File: config.mk
export PLATFORM = sky130hd
export DESIGN_NAME = fetch_decode
export DESIGN_NICKNAME = d
export VERILOG_FILES = /design/src/rtl/cpu_pkg.sv /design/src/rtl/instr_split.sv /design/src/rtl/fetch_decode.sv
export SDC_FILE = /design/constraint.sdc
export NUM_CORES = 1
export LEC_CHECK = 0
export ABC_AREA = 1
export CORE_MARGIN = 1.5
export CORE_UTILIZATION = 30
export CTS_CLUSTER_DIAMETER = 60
export DETAILED_ROUTE_END_ITERATION = 16
export PLACE_DENSITY = 0.59
export SYNTH_ARGS = -nofsm -noshare
export SYNTH_HDL_FRONTEND = slang
export SYNTH_SLANG_ARGS = --single-unit
File: constraint.sdc
create_clock -name clk -period 3.3 [get_ports clk]
set_input_delay 0.99 -clock clk [delete_from_list [all_inputs] [get_ports clk]]
set_output_delay 0.99 -clock clk [all_outputs]
set_load 0.005 [all_outputs]
File: src/rtl/cpu_pkg.sv
// Shared definitions for the 16-bit CPU: opcode numbering, instruction
// field positions, fetch/decode state encoding and the decoded bundle.
package cpu_pkg;

    localparam logic [4:0] OP_NOP  = 5'd0;
    localparam logic [4:0] OP_ADD  = 5'd1;
    localparam logic [4:0] OP_ADC  = 5'd2;
    localparam logic [4:0] OP_SUB  = 5'd3;
    localparam logic [4:0] OP_SDC  = 5'd4;
    localparam logic [4:0] OP_SBB  = 5'd5;
    localparam logic [4:0] OP_AND  = 5'd6;
    localparam logic [4:0] OP_OR   = 5'd7;
    localparam logic [4:0] OP_XOR  = 5'd8;
    localparam logic [4:0] OP_NOT  = 5'd9;
    localparam logic [4:0] OP_SHFT = 5'd10;
    localparam logic [4:0] OP_MOV  = 5'd11;
    localparam logic [4:0] OP_JMP  = 5'd12;
    localparam logic [4:0] OP_JGO  = 5'd13;
    localparam logic [4:0] OP_JLO  = 5'd14;
    localparam logic [4:0] OP_JEO  = 5'd15;
    localparam logic [4:0] OP_HLT  = 5'd16;
    localparam logic [4:0] OP_RST  = 5'd17;
    localparam logic [4:0] OP_SETH = 5'd18;
    localparam logic [4:0] OP_SETL = 5'd19;

    localparam int OPP_MSB = 15;
    localparam int OPP_LSB = 11;
    localparam int R1_MSB  = 10;
    localparam int R1_LSB  = 8;
    localparam int R2_MSB  = 7;
    localparam int R2_LSB  = 5;
    localparam int QR_MSB  = 4;
    localparam int QR_LSB  = 2;
    localparam int RES_MSB = 1;
    localparam int RES_LSB = 0;
    localparam int IMM_MSB = 7;
    localparam int IMM_LSB = 0;

    typedef enum logic [2:0] {
        ST_BOOT,
        ST_FETCH,
        ST_ISSUE,
        ST_WAIT_BR,
        ST_HALT
    } fd_state_t;

    typedef struct packed {
        logic [4:0] opp;
        logic [2:0] r1;
        logic [2:0] r2;
        logic [2:0] qr;
        logic [1:0] res;
        logic [7:0] imm8;
    } dec_t;

    function automatic logic is_jump(input logic [4:0] op);
        return (op >= OP_JMP) && (op <= OP_JEO);
    endfunction

endpackage

File: src/rtl/instr_split.sv
// Combinational split of an instruction word into decoded fields;
// reserved opcodes are presented to the control unit as NOP.
module instr_split
    import cpu_pkg::*;
(
    input  logic [15:0] instr,
    output dec_t        fields
);

    always_comb begin
        fields      = '0;
        fields.opp  = instr[OPP_MSB:OPP_LSB];
        fields.r1   = instr[R1_MSB:R1_LSB];
        fields.r2   = instr[R2_MSB:R2_LSB];
        fields.qr   = instr[QR_MSB:QR_LSB];
        fields.res  = instr[RES_MSB:RES_LSB];
        fields.imm8 = instr[IMM_MSB:IMM_LSB];
        if (fields.opp > OP_SETL) begin
            fields.opp = OP_NOP;
        end
    end

endmodule

File: src/rtl/fetch_decode.sv
// Fetch/decode stage: owns the PC, fetches over a req/ack port and
// issues decoded fields to the control unit with a valid/ready handshake.
module fetch_decode
    import cpu_pkg::*;
#(
    parameter logic [15:0] RESET_PC = 16'h0000
) (
    input  logic        clk,
    input  logic        rst_n,
    output logic        imem_req,
    output logic [15:0] imem_addr,
    input  logic        imem_ack,
    input  logic [15:0] imem_rdata,
    output logic        dec_valid,
    input  logic        dec_ready,
    output logic [4:0]  opp,
    output logic [2:0]  r1,
    output logic [2:0]  r2,
    output logic [2:0]  qr,
    output logic [1:0]  res,
    output logic [7:0]  imm8,
    input  logic        br_valid,
    input  logic        br_taken,
    input  logic [15:0] br_target,
    output logic [15:0] pc,
    output logic        halted
);

    fd_state_t   state_q, state_d;
    logic [15:0] pc_q, pc_d;
    dec_t        dec_q, dec_d;
    dec_t        split;
    logic        imem_req_q, imem_req_d;
    logic        dec_valid_q, dec_valid_d;
    logic        halted_q, halted_d;

    instr_split u_split (
        .instr  (imem_rdata),
        .fields (split)
    );

    always_ff @(posedge clk or negedge rst_n) begin
        if (!rst_n) begin
            state_q     <= ST_BOOT;
            pc_q        <= RESET_PC;
            dec_q       <= '0;
            imem_req_q  <= 1'b0;
            dec_valid_q <= 1'b0;
            halted_q    <= 1'b0;
        end else begin
            state_q     <= state_d;
            pc_q        <= pc_d;
            dec_q       <= dec_d;
            imem_req_q  <= imem_req_d;
            dec_valid_q <= dec_valid_d;
            halted_q    <= halted_d;
        end
    end

    always_comb begin
        state_d = state_q;
        pc_d    = pc_q;
        dec_d   = dec_q;
        case (state_q)
            ST_BOOT: state_d = ST_FETCH;
            ST_FETCH: begin
                if (imem_req_q && imem_ack) begin
                    dec_d   = split;
                    state_d = ST_ISSUE;
                end
            end
            ST_ISSUE: begin
                if (dec_valid_q && dec_ready) begin
                    unique case (1'b1)
                        is_jump(dec_q.opp): state_d = ST_WAIT_BR;
                        dec_q.opp == OP_HLT: state_d = ST_HALT;
                        dec_q.opp == OP_RST: begin
                            pc_d    = RESET_PC;
                            state_d = ST_FETCH;
                        end
                        default: begin
                            pc_d    = pc_q + 16'd1;
                            state_d = ST_FETCH;
                        end
                    endcase
                end
            end
            ST_WAIT_BR: begin
                if (br_valid) begin
                    // JMP redirects regardless of the resolved condition
                    if (br_taken || dec_q.opp == OP_JMP) begin
                        pc_d = br_target;
                    end else begin
                        pc_d = pc_q + 16'd1;
                    end
                    state_d = ST_FETCH;
                end
            end
            ST_HALT: state_d = ST_HALT;
            default: state_d = ST_BOOT;
        endcase
    end

    // Outputs are computed from the next state so they leave flops.
    always_comb begin
        imem_req_d  = (state_d == ST_FETCH);
        dec_valid_d = (state_d == ST_ISSUE);
        halted_d    = (state_d == ST_HALT);
    end

    assign imem_req  = imem_req_q;
    assign imem_addr = pc_q;
    assign pc        = pc_q;
    assign dec_valid = dec_valid_q;
    assign halted    = halted_q;
    assign opp       = dec_q.opp;
    assign r1        = dec_q.r1;
    assign r2        = dec_q.r2;
    assign qr        = dec_q.qr;
    assign res       = dec_q.res;
    assign imm8      = dec_q.imm8;

endmodule

# Word level (Yosys, flattened, before mapping)
# Index checks and enable logic that the tools add are counted.
# word_totals
ff_bits	46
in_bits	38
out_inout_bits	59
elab_cells	48
# op_classes
add_sub_neg	1
magnitude_cmp	3
n_eq_ne	13
mux	11
n_reduce_logical	9
# op_table
cell	n
16-bit case mux with 2 select lines	2
16-bit 2-to-1 mux	3
16-bit by 1-bit adder with 16-bit output, second input constant	1
3-bit case mux with 5 select lines	1
5-bit equality test, second input constant	2
3-bit by 2-bit equality test with 1-bit output, second input constant	3
3-bit 2-to-1 mux	3
3-bit by 1-bit equality test with 1-bit output, second input constant	2
3-bit equality test, second input constant	2
2-bit inequality test, second input constant	3
3-bit case mux with 2 select lines	1
5-bit by 4-bit equality test with 1-bit output, second input constant	1
5-bit by 4-bit greater-or-equal comparator with 1-bit output, second input constant	1
5-bit greater-than comparator, second input constant	1
5-bit by 4-bit <= comparator with 1-bit output, second input constant	1
5-bit 2-to-1 mux	1
4-bit AND reduction	1
1-bit logical AND	3
3-bit logical NOT	1
2-bit AND reduction	1
2-bit nonzero test	1
2-bit OR reduction	1
1-bit logical OR	1

# Longest topological paths before layout
# depth
word_depth	6
depth_mapped	11

# Cells and area by module
# A second synthesis with hierarchy kept.
# hier_totals
hier_cells	384
hier_area_um2	2977.9
# modules_own_cells
module	instances	cells_each	area_each_um2
fetch_decode	1	351	2778.9
instr_split	1	33	198.9

# Least setup slack after synthesis
# Ideal clock, no wire load.
# synth_timing
kind	input to register
from	input dec_ready
to	register pc_q[12], in the netlist imem_addr[12]
arrival_ps	1635
t_required_ps	3179
path_slack_ps	1544
cell_stages	9
path_cell_list	nand2_1 inv_1 nand2_1 nand2_1 nand2_2 clkinv_2 buf_6 nor2_1 a21oi_2
# synth_between
elab_chain_cells	3
# synth_rtl
item	line_no	text
start, declared	fetch_decode.sv:15	input logic dec_ready,
1-bit logical AND	fetch_decode.sv:73	if (dec_valid_q && dec_ready) begin
2-bit inequality test (no line)	-	
4-bit AND reduction (no line)	-	
end signal, assigned	fetch_decode.sv:52	pc_q <= pc_d;
end, declared	fetch_decode.sv:30	logic [15:0] pc_q, pc_d;
# Every way passes these cells.
# A chain may end at the register's enable or synchronous reset.

# Final worst setup path
# layout_timing
from	register pc_q[7], in the netlist imem_addr[7]
to	output pc[7]
# layout_lines
item	line_no	text
end, declared	fetch_decode.sv:25	output logic [15:0] pc,
# No word-level cell between the ends.

==> qor.txt <==
Fin worst setup slack -> 0.925 ns
Post-CTS Resized -> 0
Filler cells -> 829
Total global routing overflow -> 0
Avg Synthesized Cell Area -> 6.84 sq um
Worst slew pin tran -> 0.870 ns
Sw power -> 1.13 mW
Rel. slew slack -> 42.0%
Layout cell share with drive strength beyond 1 -> 7.13%
Worst EP required -> 2.31 ns
Vias -> 2438
Syn nets -> 399
Crit-path cells -> clkdlybuf4s50_1
Pre-CTS setup slack -> 0.714 ns
Slowest stage delay, CP -> 0.57 ns
Post-Syn Instances -> 360
Setup_tns -> 0 ns
Reg2Reg Setup Slack -> 1.48 ns
Rows -> 32
Drt total wl -> 6480 um
TritonCTS clock tree -> yes
Die Footprint -> 0.00876 sq mm
Seq/Total Area, Yosys -> 38.6%
Pwr Density -> 831 mW/mm^2
Setup bufs post-CTS -> 0
# IOs -> 97
Syn-to-layout area delta -> 39.6%
Sequential Power Share -> 32.7%
P_int -> 1.73 mW
Synth warnings -> 0
Root buf cell -> clkbuf_8
CTS Sinks -> 38
Detail Placement HPWL -> 4850 um
Final Max Slew Viols -> 0
Worst Hold Class -> reg2reg
Pin count of the biggest net entering global routing -> 39
Worst hold endpoint -> r1[2]
Worst vdd ir -> 0.000284 V
Port bufs -> 96
Critical path type -> reg2out
Cell Area, Synth -> 0.00246 sq mm
Critical path fanouts, max -> 8
Clock power frac -> 14.2%
Crit. path cell count -> 1
Initial Util -> 31.4%
Worst r2r dst -> imem_addr[10]
Post-route ant nets -> 0
MaxCap Viol Count -> 0
Reg2reg start -> opp[1]
Synthesized flop and latch total -> 38
Initial antenna violation count -> 0
Final setup violation count -> 0
First-pass GRT wire length -> 10600 um
Via density -> 4.54
Router iterations before antenna repair -> 4
Total CTS buffers -> 5
Outcome -> complete, no violations
RSZ-0062 raised after global routing -> no
Tot GR Track Use -> 15.4%
# DRC -> 0
Peak Freq -> 0.421 GHz
Distinct cell type count of the synthesized netlist -> 29
CP Launch Type -> flop
Combinational group share of total power -> 53.1%
Yosys top cell area share -> 38.6%
Slowest CP cell -> clkdlybuf4s50_1
H-tree depth -> 2
Top post-synthesis cells by area -> dfrtp_1 (39%), nand2_1 (22%), nand3_1 (7.3%)
Minimum clock period -> 2.37 ns
WL/cell -> 12.1 um
Clk Latency, worst-skew pair -> 0.30 ns
NumNets Final -> 473
Ant. Diodes -> 0
Synth area leader -> dfrtp_1
GPL Wtd Cong -> 0.790
Final Core Density -> 43.8%
Hold_sp -> r1[2]
CP top delay family -> buffers and inverters
Final Hold Fails -> 0
Clock transition at path regs -> 0.08 ns
Die Y -> 93.6 um
Period utilisation layout -> 72.0%
CP Capture Type -> output pin
Detailed Route Iter0 Violations -> 99
Width of the chip -> 93.6 um
R2R depth -> 8
Hold path depth -> 2
Arr. time, crit path -> 1.38 ns
WP buf/inv -> 1
Sw Ratio -> 39.4%
Max Root-Sink Buffers -> 2
Core Footprint -> 0.00785 sq mm
P_leak -> 1.64 nW
Post-CTS Hold Buffers -> 0
Vias in the first global route -> 2248
Clk_skew -> 0.00953 ns
==> worst max path at each step <==
stage | start | end | slack, ns
after floorplan | dec_ready | imem_addr[12] | 1.54
after global placement | dec_ready | imem_addr[5] | 0.77
after detailed placement | dec_ready | imem_addr[10] | 0.71
after CTS | imem_addr[7] | pc[7] | 0.92
after global routing | dec_ready | imem_addr[7] | 0.87
final | imem_addr[7] | pc[7] | 0.93
==> sequential cells by signal, summed over array words and instances, names as in the netlist <==
register,flops
opp,5
imem_req,1
r2,3
state_q,3
imm8,2
imem_addr,16
dec_valid,1
qr,2
r1,3
halted,1
res,1
==> cell usage after synthesis <==
library cell,number
a21o_1,1
a21oi_1,1
a21oi_2,6
a31oi_1,1
buf_2,3
buf_4,24
buf_6,3
clkinv_2,1
dfrtp_1,38
ha_1,1
inv_1,24
inv_2,3
inv_4,1
nand2_1,147
nand2_2,3
nand2_4,1
nand3_1,36
nand3_2,2
nand3b_1,1
nand4_1,4
nor2_1,42
nor2_2,3
nor3_2,1
o211ai_1,1
o21ai_0,6
o21ai_1,1
o21bai_1,1
xnor2_1,2
xor2_1,2
==> cell families after synthesis <==
group,synth area share (%)
buffers and inverters,13.9
xor gates and xnor gates,1.42
DFF,38.6
AOI/OAI and AO/OA,4.93
adders and majority gates,0.508
and+or+nand+nor,40.7
==> power groups by stage <==
stage | combinational [mW] | clock (mW) | sequential, mW
after floorplan | 0.900 | 0 | 0.897
after global routing | 1.69 | 0.436 | 0.972
final | 1.52 | 0.407 | 0.933
after global placement | 1.51 | 0 | 0.938
after detailed placement | 1.54 | 0 | 0.940
after CTS | 1.54 | 0.418 | 0.934
==> worst min-delay path, cell delays in order, from the launching register on <==
cell and delay, ns:
dfrtp_1 0.36, nand2_1 0.06, nand2_1 0.05
==> cell type report <==
class	instances	area (sq um)	share of cell area, %
multi-input combinational	263	1170	34.0
inverter	29	113	3.28
timing repair buffer	97	963	28.0
sequential	38	951	27.7
clock buffer	5	68.8	2.00
tap	102	128	3.71
clock inverter	3	45.0	1.31
==> stage by stage <==
stage / std cells / total power, mW / hold WS [ns] / area, sq um
after floorplan: 360 / 1.80 / 0.465 / 2460
after global placement: 529 / 2.45 / 0.465 / 3320
after detailed placement: 529 / 2.48 / 0.466 / 3320
after CTS: 537 / 2.89 / 0.492 / 3440
after global routing: 537 / 3.10 / 0.514 / 3440
final: 537 / 2.86 / 0.489 / 3440
==> placed cells by master (no fill, tap or decap), types with 2 or more instances in the layout <==
master           Yosys  routed
a21oi_2              6       6
clkbuf_8             0       5
clkdlybuf4s50_1      0      95
clkinvlp_4           0       2
dfrtp_1             38      38
inv_1               24      24
inv_2                3       3
nand2_1            147     147
nand2_2              3       3
nand3_1             36      36
nand3_2              2       2
nand4_1              4       4
nor2_1              42      42
nor2_2               3       3
o21ai_0              6       6
xnor2_1              2       2
xor2_1               2       2
==> layer usage <==
layer  up-vias  routed length [um]  GRT usage [%]
met4         0                 108           5.60
met1      1098                2820           18.9
met3         8                 422           3.74
met2        87                3130           26.2
met5         -                   0              0
li1       1245                   -              -
Note: power is estimated with default switching activity, not from simulation.
==> variant: new RTL, config.mk and constraints unchanged <==
The 5 states of `fd_state_t` get a Gray code encoding in 3 bits.
--- a/src/rtl/cpu_pkg.sv
+++ b/src/rtl/cpu_pkg.sv
@@ -39,7 +39,7 @@
     typedef enum logic [2:0] {
-        ST_BOOT,
-        ST_FETCH,
-        ST_ISSUE,
-        ST_WAIT_BR,
-        ST_HALT
+        ST_BOOT    = 3'b000,
+        ST_FETCH   = 3'b001,
+        ST_ISSUE   = 3'b011,
+        ST_WAIT_BR = 3'b010,
+        ST_HALT    = 3'b110
     } fd_state_t;
Function: same outputs for any inputs over 4 cycles, from zero or initial values and one cycle with rst_n low; so few cycles prove little.
==> variant against the unedited design <==
Cell area is 1.4% higher. Via count is 3.3% higher. Core utilization is 1.2 points lower. Power is 5.8% lower. Wire length is 4.7% higher. Synthesized cell count is 3.6% higher. Count of clock-buffer cells in the layout is 1 higher. Synthesized area is 2.7% higher. Fmax is 0.29% higher. Sequential cell count stayed put. Setup slack better by 0.0068 ns.
==> variant: results (changes against the unedited design) <==
Logic synthesis
  – Post-synth cell types: 26 (was 29)
  – Cells taking the most area after synthesis: dfrtp_1 38%, nand2_1 23%, buf_4 7.1% (was dfrtp_1 39%, nand2_1 22%, nand3_1 7.3%)
  – Synth cell count leaders: 156 x nand2_1, 42 x nor2_1, 38 x dfrtp_1, 33 x nand3_1, 29 x inv_1 (was 147 x nand2_1, 42 x nor2_1, 38 x dfrtp_1, 36 x nand3_1)
  – Sequential area share after synthesis: 37.61% (was 38.62%)

GRT
  – First-pass GRT wire length: 11,170 µm (was 10,590 µm)
  – Met2 global-route usage: 27.38% (was 26.21%)
  – Gr usage total: 16.10% (was 15.43%)
  – Vias in the first global route: 2,380 (was 2,248)
  – M3 GR Usage: 4.831% (was 3.740%)
  – Met1 usage in global routing: 19.91% (was 18.89%)

Outcome
  – Run status: complete, no violations (unchanged)

STA
  – Worst Tran Pin Value: 0.8468 ns (was 0.8699 ns)

Min path
  – Hold Crit Start: r1[1]$_DFFE_PN0P_ (was r1[2]$_DFFE_PN0P_)

Place
  – I/O Buffers: 96 (unchanged)
  – GP Congestion: 0.8958 (was 0.7904)
  – Worst slack, placed: 0.7381 ns (was 0.7138 ns)
  – HPWL after DPL: 5086 µm (was 4854 µm)

Worst setup path
  – Worst reg2reg startpoint: state_q[0]$_DFF_PN0_ (was opp[1]$_DFFE_PN0P_)
  – Setup crit start: imem_addr[4]$_DFFE_PN0P_ (was imem_addr[7]$_DFFE_PN0P_)
  – Slowest cell on the critical path: clkdlybuf4s50_1 (unchanged)
  – Cells on worst reg2reg path: 9 (was 8)

Power and ir drop
  – Max VDD drop: 0.3210 mV (was 0.2842 mV)
  – Lkg Pwr: 1.636 nW (was 1.640 nW)

Route
  – Initial DRC count: 118 (was 99)
  – M1 WL: 3020 µm (was 2820 µm)

Cells and area
  – Final #Nets: 486 (was 473)
  – # fillers: 887 (was 829)
## variant: logic make-up after synthesis
group | count (synthesis) | share of synthesized area, %
flops | 38 | 37.61
xor+xnor | 2 | 0.6929
simple gates | 249 | 41.71
fa+ha+maj | 1 | 0.4947
buf+inv | 62 | 14.40
compound gates | 21 | 5.096
## variant: metrics by stage
step / hold slack, ns / instances
2_1_floorplan: 0.4654 / 373
5_1_grt: 0.5155 / 553
3_5_place_dp: 0.4634 / 545
3_3_place_gp: 0.4699 / 545
6_report: 0.4887 / 553
4_1_cts: 0.4921 / 553
## variant: path summary, 6_finish.rpt
kind	slack [ns]	to
max in group asynchronous	1.97	halted$_DFF_PN0_
min in group asynchronous	0.79	imem_addr[3]$_DFFE_PN0P_
min reg2reg	0.49	r1[1]$_DFFE_PN0P_
min	0.49	r1[1]$_DFFE_PN0P_
max	0.93	pc[4]
max reg2reg	1.54	imem_addr[4]$_DFFE_PN0P_
## variant: where the power goes
group / total [mW] / switching [mW] / internal, mW
registers: 0.930 / 0.260 / 0.670
logic: 1.42 / 0.620 / 0.796
clock network: 0.344 / 0.176 / 0.168
## variant: worst reg2reg max path: stages, from the launching register on
cell	delay (ns)
dfrtp_1	0.41
inv_1	0.10
nand2_1	0.12
nor2_4	0.35
nand3_1	0.22
nand2_2	0.21
inv_2	0.06
nor2_1	0.10
nor2_1	0.05
nor2_1	0.08
## variant: area by class of cell
type | count | share of cell area (%)
sequential | 38 | 27.27
tap | 105 | 3.767
clock buffer | 6 | 2.368
clock inverter | 2 | 0.3588
multi-input combinational | 273 | 34.80
inverter | 32 | 3.803
timing repair buffer | 97 | 27.63
